===== src/rtl/uart_rx_cfg.sv =====
// Configurable UART receiver: DBIT data bits, optional even/odd parity, one or two stop bits.
// Frame errors, parity errors and line breaks are reported alongside the received word.
module uart_rx_cfg #(
  parameter int DBIT       = 8,
  parameter int OVERSAMPLE = 16
) (
  input  logic            clk,
  input  logic            reset_n,
  input  logic            s_tick,
  input  logic            rx,
  input  logic [1:0]      parity_mode,
  input  logic            stop2,
  output logic [DBIT-1:0] dout,
  output logic            rx_done_tick,
  output logic            parity_err,
  output logic            frame_err,
  output logic            break_det
);

  localparam int SW = $clog2(OVERSAMPLE);
  localparam int NW = $clog2(DBIT);
  localparam logic [SW-1:0] S_HALF = SW'(OVERSAMPLE / 2 - 1);
  localparam logic [SW-1:0] S_LAST = SW'(OVERSAMPLE - 1);
  localparam logic [NW-1:0] N_LAST = NW'(DBIT - 1);

  typedef enum logic [2:0] {
    ST_IDLE    = 3'd0,
    ST_START   = 3'd1,
    ST_DATA    = 3'd2,
    ST_PARITY  = 3'd3,
    ST_STOP    = 3'd4,
    ST_BRKWAIT = 3'd5
  } state_t;

  function automatic logic parity_mismatch(input logic [DBIT-1:0] data, input logic pbit,
                                           input logic odd);
    return (^data) ^ pbit ^ odd;
  endfunction

  state_t          state_q, state_d;
  logic [1:0]      sync_q, sync_d;
  logic [SW-1:0]   s_q, s_d;
  logic [NW-1:0]   n_q, n_d;
  logic            k_q, k_d;
  logic [DBIT-1:0] b_q, b_d;
  logic [1:0]      pmode_q, pmode_d;
  logic            stop2_q, stop2_d;
  logic            pbit_q, pbit_d;
  logic            ferr_q, ferr_d;
  logic [DBIT-1:0] dout_q, dout_d;
  logic            done_q, done_d;
  logic            perr_q, perr_d;
  logic            frerr_q, frerr_d;
  logic            brk_q, brk_d;

  logic rx_s, tick_last, tick_half, par_en, stop_ferr, stop_more, frame_done;

  assign sync_d     = {sync_q[0], rx};
  assign rx_s       = sync_q[1];
  assign tick_last  = s_tick & (s_q == S_LAST);
  assign tick_half  = s_tick & (s_q == S_HALF);
  assign par_en     = (pmode_q == 2'b01) | (pmode_q == 2'b10);
  assign stop_ferr  = ferr_q | ~rx_s;
  assign stop_more  = stop2_q & ~k_q;
  assign frame_done = (state_q == ST_STOP) & tick_last & ~stop_more;

  // State and datapath registers
  always_ff @(posedge clk or negedge reset_n) begin
    if (!reset_n) begin
      state_q <= ST_IDLE;
      sync_q  <= 2'b11;
      s_q     <= {SW{1'b0}};
      n_q     <= {NW{1'b0}};
      k_q     <= 1'b0;
      b_q     <= {DBIT{1'b0}};
      pmode_q <= 2'b00;
      stop2_q <= 1'b0;
      pbit_q  <= 1'b0;
      ferr_q  <= 1'b0;
      dout_q  <= {DBIT{1'b0}};
      done_q  <= 1'b0;
      perr_q  <= 1'b0;
      frerr_q <= 1'b0;
      brk_q   <= 1'b0;
    end else begin
      state_q <= state_d;
      sync_q  <= sync_d;
      s_q     <= s_d;
      n_q     <= n_d;
      k_q     <= k_d;
      b_q     <= b_d;
      pmode_q <= pmode_d;
      stop2_q <= stop2_d;
      pbit_q  <= pbit_d;
      ferr_q  <= ferr_d;
      dout_q  <= dout_d;
      done_q  <= done_d;
      perr_q  <= perr_d;
      frerr_q <= frerr_d;
      brk_q   <= brk_d;
    end
  end

  // Next-state logic; IDLE and BRKWAIT react every clk, the rest only on ticks
  always_comb begin
    state_d = state_q;
    case (state_q)
      ST_IDLE:    if (!rx_s) state_d = ST_START; else state_d = ST_IDLE;
      ST_START:   if (tick_half) state_d = rx_s ? ST_IDLE : ST_DATA; else state_d = ST_START;
      ST_DATA: begin
        if (tick_last && (n_q == N_LAST)) state_d = par_en ? ST_PARITY : ST_STOP;
        else state_d = ST_DATA;
      end
      ST_PARITY:  if (tick_last) state_d = ST_STOP; else state_d = ST_PARITY;
      ST_STOP: begin
        if (frame_done) state_d = stop_ferr ? ST_BRKWAIT : ST_IDLE;
        else state_d = ST_STOP;
      end
      ST_BRKWAIT: if (rx_s) state_d = ST_IDLE; else state_d = ST_BRKWAIT;
      default:    state_d = ST_IDLE;
    endcase
  end

  // Counters, shift register, per-frame config and output loading
  always_comb begin
    s_d = s_q;  n_d = n_q;  k_d = k_q;  b_d = b_q;
    pmode_d = pmode_q;  stop2_d = stop2_q;  pbit_d = pbit_q;  ferr_d = ferr_q;
    dout_d = dout_q;  perr_d = perr_q;  frerr_d = frerr_q;  brk_d = brk_q;
    done_d = 1'b0;
    case (state_q)
      ST_IDLE: begin
        if (!rx_s) begin
          s_d     = {SW{1'b0}};
          pmode_d = parity_mode;
          stop2_d = stop2;
          ferr_d  = 1'b0;
        end else begin
          s_d = s_q;
        end
      end
      ST_START: begin
        if (tick_half) begin
          s_d = {SW{1'b0}};
          n_d = {NW{1'b0}};
          k_d = 1'b0;
        end else if (s_tick) begin
          s_d = s_q + SW'(1);
        end else begin
          s_d = s_q;
        end
      end
      ST_DATA: begin
        if (tick_last) begin
          s_d = {SW{1'b0}};
          b_d = {rx_s, b_q[DBIT-1:1]};
          if (n_q != N_LAST) n_d = n_q + NW'(1); else n_d = n_q;
        end else if (s_tick) begin
          s_d = s_q + SW'(1);
        end else begin
          s_d = s_q;
        end
      end
      ST_PARITY: begin
        if (tick_last) begin
          pbit_d = rx_s;
          s_d    = {SW{1'b0}};
          k_d    = 1'b0;
        end else if (s_tick) begin
          s_d = s_q + SW'(1);
        end else begin
          s_d = s_q;
        end
      end
      ST_STOP: begin
        if (tick_last) begin
          ferr_d = stop_ferr;
          if (stop_more) begin
            k_d = 1'b1;
            s_d = {SW{1'b0}};
          end else begin
            dout_d  = b_q;
            perr_d  = par_en & parity_mismatch(b_q, pbit_q, pmode_q[1]);
            frerr_d = stop_ferr;
            brk_d   = stop_ferr & (b_q == {DBIT{1'b0}}) & (~par_en | ~pbit_q);
            done_d  = 1'b1;
          end
        end else if (s_tick) begin
          s_d = s_q + SW'(1);
        end else begin
          s_d = s_q;
        end
      end
      ST_BRKWAIT: s_d = s_q;
      default:    s_d = {SW{1'b0}};
    endcase
  end

  assign dout         = dout_q;
  assign rx_done_tick = done_q;
  assign parity_err   = perr_q;
  assign frame_err    = frerr_q;
  assign break_det    = brk_q;

endmodule


===== config.mk =====
export PLATFORM = sky130hd
export DESIGN_NAME = uart_rx_cfg
export DESIGN_NICKNAME = d
export VERILOG_FILES = /design/src/rtl/uart_rx_cfg.sv
export SDC_FILE = /design/constraint.sdc
export NUM_CORES = 1
export LEC_CHECK = 0
export ABC_AREA = 1
export CAP_MARGIN = 5
export CORE_UTILIZATION = 40
export CTS_BUF_LIST = sky130_fd_sc_hd__clkbuf_8
export CTS_CLUSTER_DIAMETER = 200
export CTS_CLUSTER_SIZE = 12
export DETAILED_ROUTE_END_ITERATION = 8
export SYNTH_ARGS = -nofsm -noshare
export SYNTH_HDL_FRONTEND = slang
export SYNTH_SLANG_ARGS = --single-unit

===== constraint.sdc =====
create_clock -name clk -period 1.9 [get_ports clk]
set_clock_uncertainty 0.15 [all_clocks]
set_input_delay 0.57 -clock clk [delete_from_list [all_inputs] [get_ports clk]]
set_output_delay 0.57 -clock clk [all_outputs]
set_load 0.005 [all_outputs]

==> results of run 1 <==
-- metal layers --
metal / vias to the layer above / share of wire (%) / GRT usage (%)
met4: 0 / 1.8 / 7.906
met5: - / 0 / 0
li1: 809 / - / -
met2: 27 / 43 / 24.49
met3: 6 / 3.3 / 4.527
met1: 701 / 52 / 23.76
-- layout by cell type (no fill, tap or decap), drive strengths merged, types with 6 or more instances in the layout --
| cell | instances |
|---|---|
| buf | 15 |
| clkbuf | 6 |
| clkdlybuf4s50 | 9 |
| dfrtp | 36 |
| dlymetal6s2s | 7 |
| ha | 7 |
| inv | 25 |
| nand2 | 63 |
| nand3 | 22 |
| nand4 | 8 |
| nor2 | 17 |
| o21ai | 22 |
-- state kept, by name, indices dropped and copies added, names as in the netlist --
signal        cells
dout              8
sync_q            2
s_q               4
ferr_q            1
state_q           3
break_det         1
pmode_q           2
n_q               3
pbit_q            1
k_q               1
rx_done_tick      1
frame_err         1
stop2_q           1
parity_err        1
b_q               8
-- cell type report --
| type | count | share of cell area, % |
|---|---|---|
| timing repair buffer | 32 | 13.69 |
| inverter | 24 | 3.557 |
| clock inverter | 2 | 1.334 |
| multi-input combinational | 160 | 37.20 |
| clock buffer | 6 | 3.261 |
| tap | 67 | 3.310 |
| sequential | 38 | 37.65 |
-- cells by family after synthesis --
group	count (synthesis)	share of synthesized area (%)
AOI/OAI and AO/OA	27	8.364
xor gates and xnor gates	8	3.444
adders and majority gates	7	4.305
buffers and inverters	29	6.826
DFF	38	46.86
muxes	3	1.660
and+or+nand+nor	115	28.54
-- power breakdown --
part	internal [mW]	switching [mW]
clock network	0.423	0.297
logic	0.389	0.557
registers	0.937	0.134
total	1.75	0.988
-- repair_timing --
action                     in CTS  in global routing
setup endpoints to repair       1                 11
gates resized for setup         1                  8
cloned                          0                  0
buffers inserted                0                  2
-- worst min path at each step --
stage              start         end  slack (ps)  cells after the start
2_1_floorplan    reset_n      b_q[0]         120                      0
3_3_place_gp   sync_q[0]   sync_q[1]         200                      0
3_5_place_dp   sync_q[0]   sync_q[1]         200                      0
4_1_cts          reset_n     dout[2]          40                      1
5_1_grt          reset_n     dout[2]          40                      1
6_report         reset_n  pmode_q[0]          30                      1
==> results.tsv, run 1 <==
stage	metric	value	unit
outcome	status	finished, final reports clean	
detailed_routing	num_vias	1543	
yosys	yosysMostFrequentCell	nand2_1	
place	dp_slack	-227.2	ps
place	placedCellCount	319	
detailed_routing	drtIter0Drc	57	
setup_path	cp-end-kind	primary output	
setup_path	crit_cells	1	
yosys	netlist_top_cells_area	dfrtp_1, nand2_1, nand3_1, ha_1, inv_1	
hold_path	min_path_type	input pin to asynchronous set/reset pin	
yosys	synth_top_cell_area_share	44.28	%
grt	grt_pass1_vias	1505	
timing	rsz0062_at_grt	no	
floorplan	coreArea	0.004817	sq mm
grt	gr-total-overflow	0	
place	dp_hpwl	2853	microns
yosys	yosys.area.top_type	dfrtp_1	
timing	worst_pin_slew	364.2	ps
floorplan	row_count	25	
setup_path	crit_buf_inv	1	
layout	final-instance-count-excl-fill	329	
cts	htree_levels	2	
yosys	syn_inst	227	
grt	antenna_found_initial	0	
setup_path	reg2reg_from	n_q[0]	
floorplan	initial_core_util	42.23	%
yosys	async_flop_share	100.0	%
detailed_routing	drt_pre_antenna_iters	4	
setup_path	path_delay_family	buffers and inverters	
pwr	max-vdd-ir-drop	0.0005855	V
detailed_routing	wire_per_inst	11.93	microns
yosys	synth_edf_count	0	
setup_path	r2r_end	n_q[1]	
timing	setup_slack	40.03	ps
cts	clk_latency	300	ps
setup_path	critPathMaxFanout	2	
setup_path	path_cells	clkdlybuf4s50_1	
yosys	synth_common_cells	nand2_1, dfrtp_1, inv_1	
place	port-buffer-count	18	
cts	cts_sinks	38	
setup_path	max_stage_delay	500	ps
layout	multi_input_area	942.2	sq um
setup_path	startpoint	dout[1]	
grt	grt_pass1_wl	6796	microns
place	globalplace.congestion	0.8265	
layout	drive_above_1_share	20.99	%
yosys	synth_cell_types	30	
floorplan	io_pins	19	
timing	min_period	1860	ps
cts	cts_tree	built	
setup_path	rrSetupSlack	270	ps
setup_path	critPathRequiredTime	1180	ps
setup_path	cp.arrival	1140	ps
job	cap_violations	0	
yosys	ys_warn_count	0	
yosys	syn-mean-instance-area	8.962	sq um
layout	fin_util	52.57	%
floorplan	fp.dieH	73.32	microns
pwr	power_density	1081	mW/mm^2
setup_path	criticalPathCategory	flop to primary output	
layout	diodes	0	
detailed_routing	ant_nets	0	
setup_path	ff2ff_path_depth	6	
pwr	total_power	2.738	mW
place	dpl-instance-area	0.002385	sq mm
setup_path	cp-start-kind	flop	
cts	cts_buffer_depth	2	
yosys	syn-num-nets	241	
timing	min_period_over_period	97.89	%
layout	fillers	490	
cts	cts_root_buf	clkbuf_8	
timing	drv_slew	0	
timing	whs	25.55	ps
floorplan	die_x	73.32	microns
grt	grt_max_degree	25	
setup_path	crit_end	dout[1]	
cts	numCtsBuffers	5	
layout	final_area	0.002532	sq mm
layout	areaGrowthSynthToFinish	24.48	%
yosys	seq_area_frac_synth	46.86	%
yosys	synth_ff_type	dfrtp_1	
grt	globalRouteTotalUtil	16.99	%
yosys	syn_area	0.002034	sq mm
pwr	power.leakage	1.416	nW
detailed_routing	routed_wl	3926	microns
timing	hold_viol	0	
layout	num-nets-final	275	
layout	seqCellArea	953.4	sq um
detailed_routing	via_per_inst	4.690	
setup_path	cp_slowest_cell	clkdlybuf4s50_1	
yosys	ys_seq_elements	38	
detailed_routing	drc	0	
cts	cts.hold.buffers_added	0	
timing	slew_headroom	75.72	%
floorplan	dieArea	0.005375	sq mm
timing	fin_tns_setup	0	ps
timing	setup_viol	0	
cts	clk_pin_slew	80	ps
timing	fmax	537.6	MHz
Note: power is estimated with default switching activity, not from simulation.
==> inputs of run 2 (changes only) <==
Settings changed: GPL_TIMING_DRIVEN from default to 0.
==> run 2 against run 1 <==
Against the previous run:
- critical path depth did not move
- combinational power fell by 6.3%
- count of clock-buffer cells in the layout fell by 1
- sequential power barely moved
- flip-flop and latch count did not move
- power rose by 1.7%
- via count rose by 1.5%
- sequential share of layout area rose by 1.0 points
==> results.tsv, run 2 (same netlist as run 1, synthesis figures left out) <==
stage	metric	value	unit	change
setup_path	path_delay_family	buffers and inverters		
timing	hold_viol	0		unchanged
timing	drv_slew	0		unchanged
cts	cts_buffer_depth	2		unchanged
detailed_routing	routed_wl	3961	microns	+0.89%
floorplan	dieArea	0.005375	sq mm	unchanged
place	port-buffer-count	17		-1
layout	diodes	0		unchanged
setup_path	cp_slowest_cell	clkdlybuf4s50_1		
hold_path	min_path_type	flop to flop		
layout	layout_common_cells	nand2_1, dfrtp_1, inv_1		
layout	multi_input_area	944.7	sq um	+0.27%
cts	clk_latency	290	ps	about the same
detailed_routing	drtIter0Drc	84		+47%
grt	grt_max_degree	39		+56%
grt	gr-total-overflow	0		unchanged
timing	whs	207.7	ps	+182.1 ps
layout	fin_util	51.17	%	-1.4 points
pwr	power_density	1129	mW/mm^2	+4.5%
setup_path	critPathMaxFanout	2		unchanged
place	dp_hpwl	2756	microns	-3.4%
pwr	total_power	2.784	mW	+1.7%
setup_path	path_cells	clkdlybuf4s50_1		
detailed_routing	ant_nets	0		unchanged
cts	cts_sinks	38		unchanged
floorplan	initial_core_util	42.23	%	unchanged
layout	drive_above_1_share	20.23	%	-0.76 points
detailed_routing	num_vias	1566		+1.5%
layout	fillers	465		-5.1%
timing	min_period	1874	ps	+14.17 ps
grt	globalRouteTotalUtil	17.16	%	+0.17 points
cts	clk_pin_slew	80	ps	about the same
setup_path	crit_buf_inv	1		unchanged
timing	worst_pin_slew	851.8	ps	+487.6 ps
detailed_routing	via_per_inst	4.833		+3.1%
cts	numCtsBuffers	5		unchanged
layout	seqCellArea	953.4	sq um	unchanged
layout	num-nets-final	270		-1.8%
setup_path	criticalPathCategory	flop to primary output		
setup_path	max_stage_delay	510	ps	about the same
cts	cts_tree	built		
floorplan	row_count	25		unchanged
timing	min_period_over_period	98.64	%	+0.75 points
cts	cts.hold.buffers_added	0		unchanged
pwr	power.leakage	1.290	nW	-8.8%
pwr	max-vdd-ir-drop	0.0005148	V	-12%
floorplan	die_x	73.32	microns	unchanged
layout	areaGrowthSynthToFinish	21.16	%	
detailed_routing	wire_per_inst	12.23	microns	+2.4%
place	globalplace.congestion	0.7492		-9.4%
timing	fin_tns_setup	0	ps	unchanged
timing	setup_viol	0		unchanged
setup_path	critPathRequiredTime	1180	ps	about the same
layout	final_common_cell	nand2_1		
grt	grt_pass1_wl	6941	microns	+2.1%
floorplan	io_pins	19		unchanged
setup_path	cp-end-kind	primary output		
floorplan	coreArea	0.004817	sq mm	unchanged
cts	cts_root_buf	clkbuf_8		
outcome	status	finished, final reports clean		
timing	fmax	533.6	MHz	-0.76%
setup_path	cp.arrival	1150	ps	about the same
cts	htree_levels	2		unchanged
timing	slew_headroom	43.22	%	-33 points
grt	grt_pass1_vias	1428		-5.1%
detailed_routing	drt_pre_antenna_iters	4		unchanged
job	cap_violations	0		unchanged
detailed_routing	drc	0		unchanged
grt	antenna_found_initial	0		unchanged
floorplan	fp.dieH	73.32	microns	unchanged
setup_path	cp-start-kind	flop		
## run 2: cell types whose count changed in the layout (fill, tap and decap cells not counted), moves of 3 or more
cell | before | now
buf_6 | 0 | 3
buf_4 | 10 | 7
buf_12 | 4 | 0
clkdlybuf4s50_1 | 9 | 13
dlymetal6s2s_1 | 7 | 2
## run 2: routing by layer
metal  part of all wire (%)  global-route usage, %
met5                      0                      0
met2                     43                  23.56
met1                     52                  25.99
met4                    1.1                  5.556
met3                    3.6                  4.664
## run 2: metrics by stage
stage	instances	worst slack, ps	cell area [sq um]
after floorplan	227	296.2	2034
after global placement	311	-837.8	2288
after detailed placement	311	120.5	2283
after CTS	319	8.532	2420
after global routing	324	-2.108	2465
final	324	25.86	2465
## run 2: final timing paths
check                           startpoint    endpoint  slack [ps]  cells after the start
worst max-delay path            parity_err  parity_err          30                      1
worst min-delay path             sync_q[0]   sync_q[1]         210                      0
worst max register to register      s_q[0]  state_q[2]         170                      7
worst min register to register   sync_q[0]   sync_q[1]         210                      0
max in group asynchronous          reset_n  state_q[2]         830                      1
min in group asynchronous          reset_n     dout[3]         230                      1
## run 2: cell type report
class / instances / share of cell area [%]
Sequential cell: 38 / 38.68
Multi-Input combinational cell: 160 / 38.32
Timing Repair Buffer: 22 / 8.376
Inverter: 24 / 3.655
Tap cell: 67 / 3.401
Clock buffer: 5 / 2.792
Clock inverter: 3 / 2.792
Buffer: 5 / 1.980
## run 2: repair_timing
action / in CTS / in global routing
resized for setup: 1 / 3
buffers inserted: 0 / 5
setup endpoints to repair: 1 / 22
## run 2: power breakdown
part           switching [mW]  leakage (nW)  internal (mW)
logic                   0.537         0.757          0.349
clock network           0.302        0.0683          0.526
registers               0.133         0.465          0.937
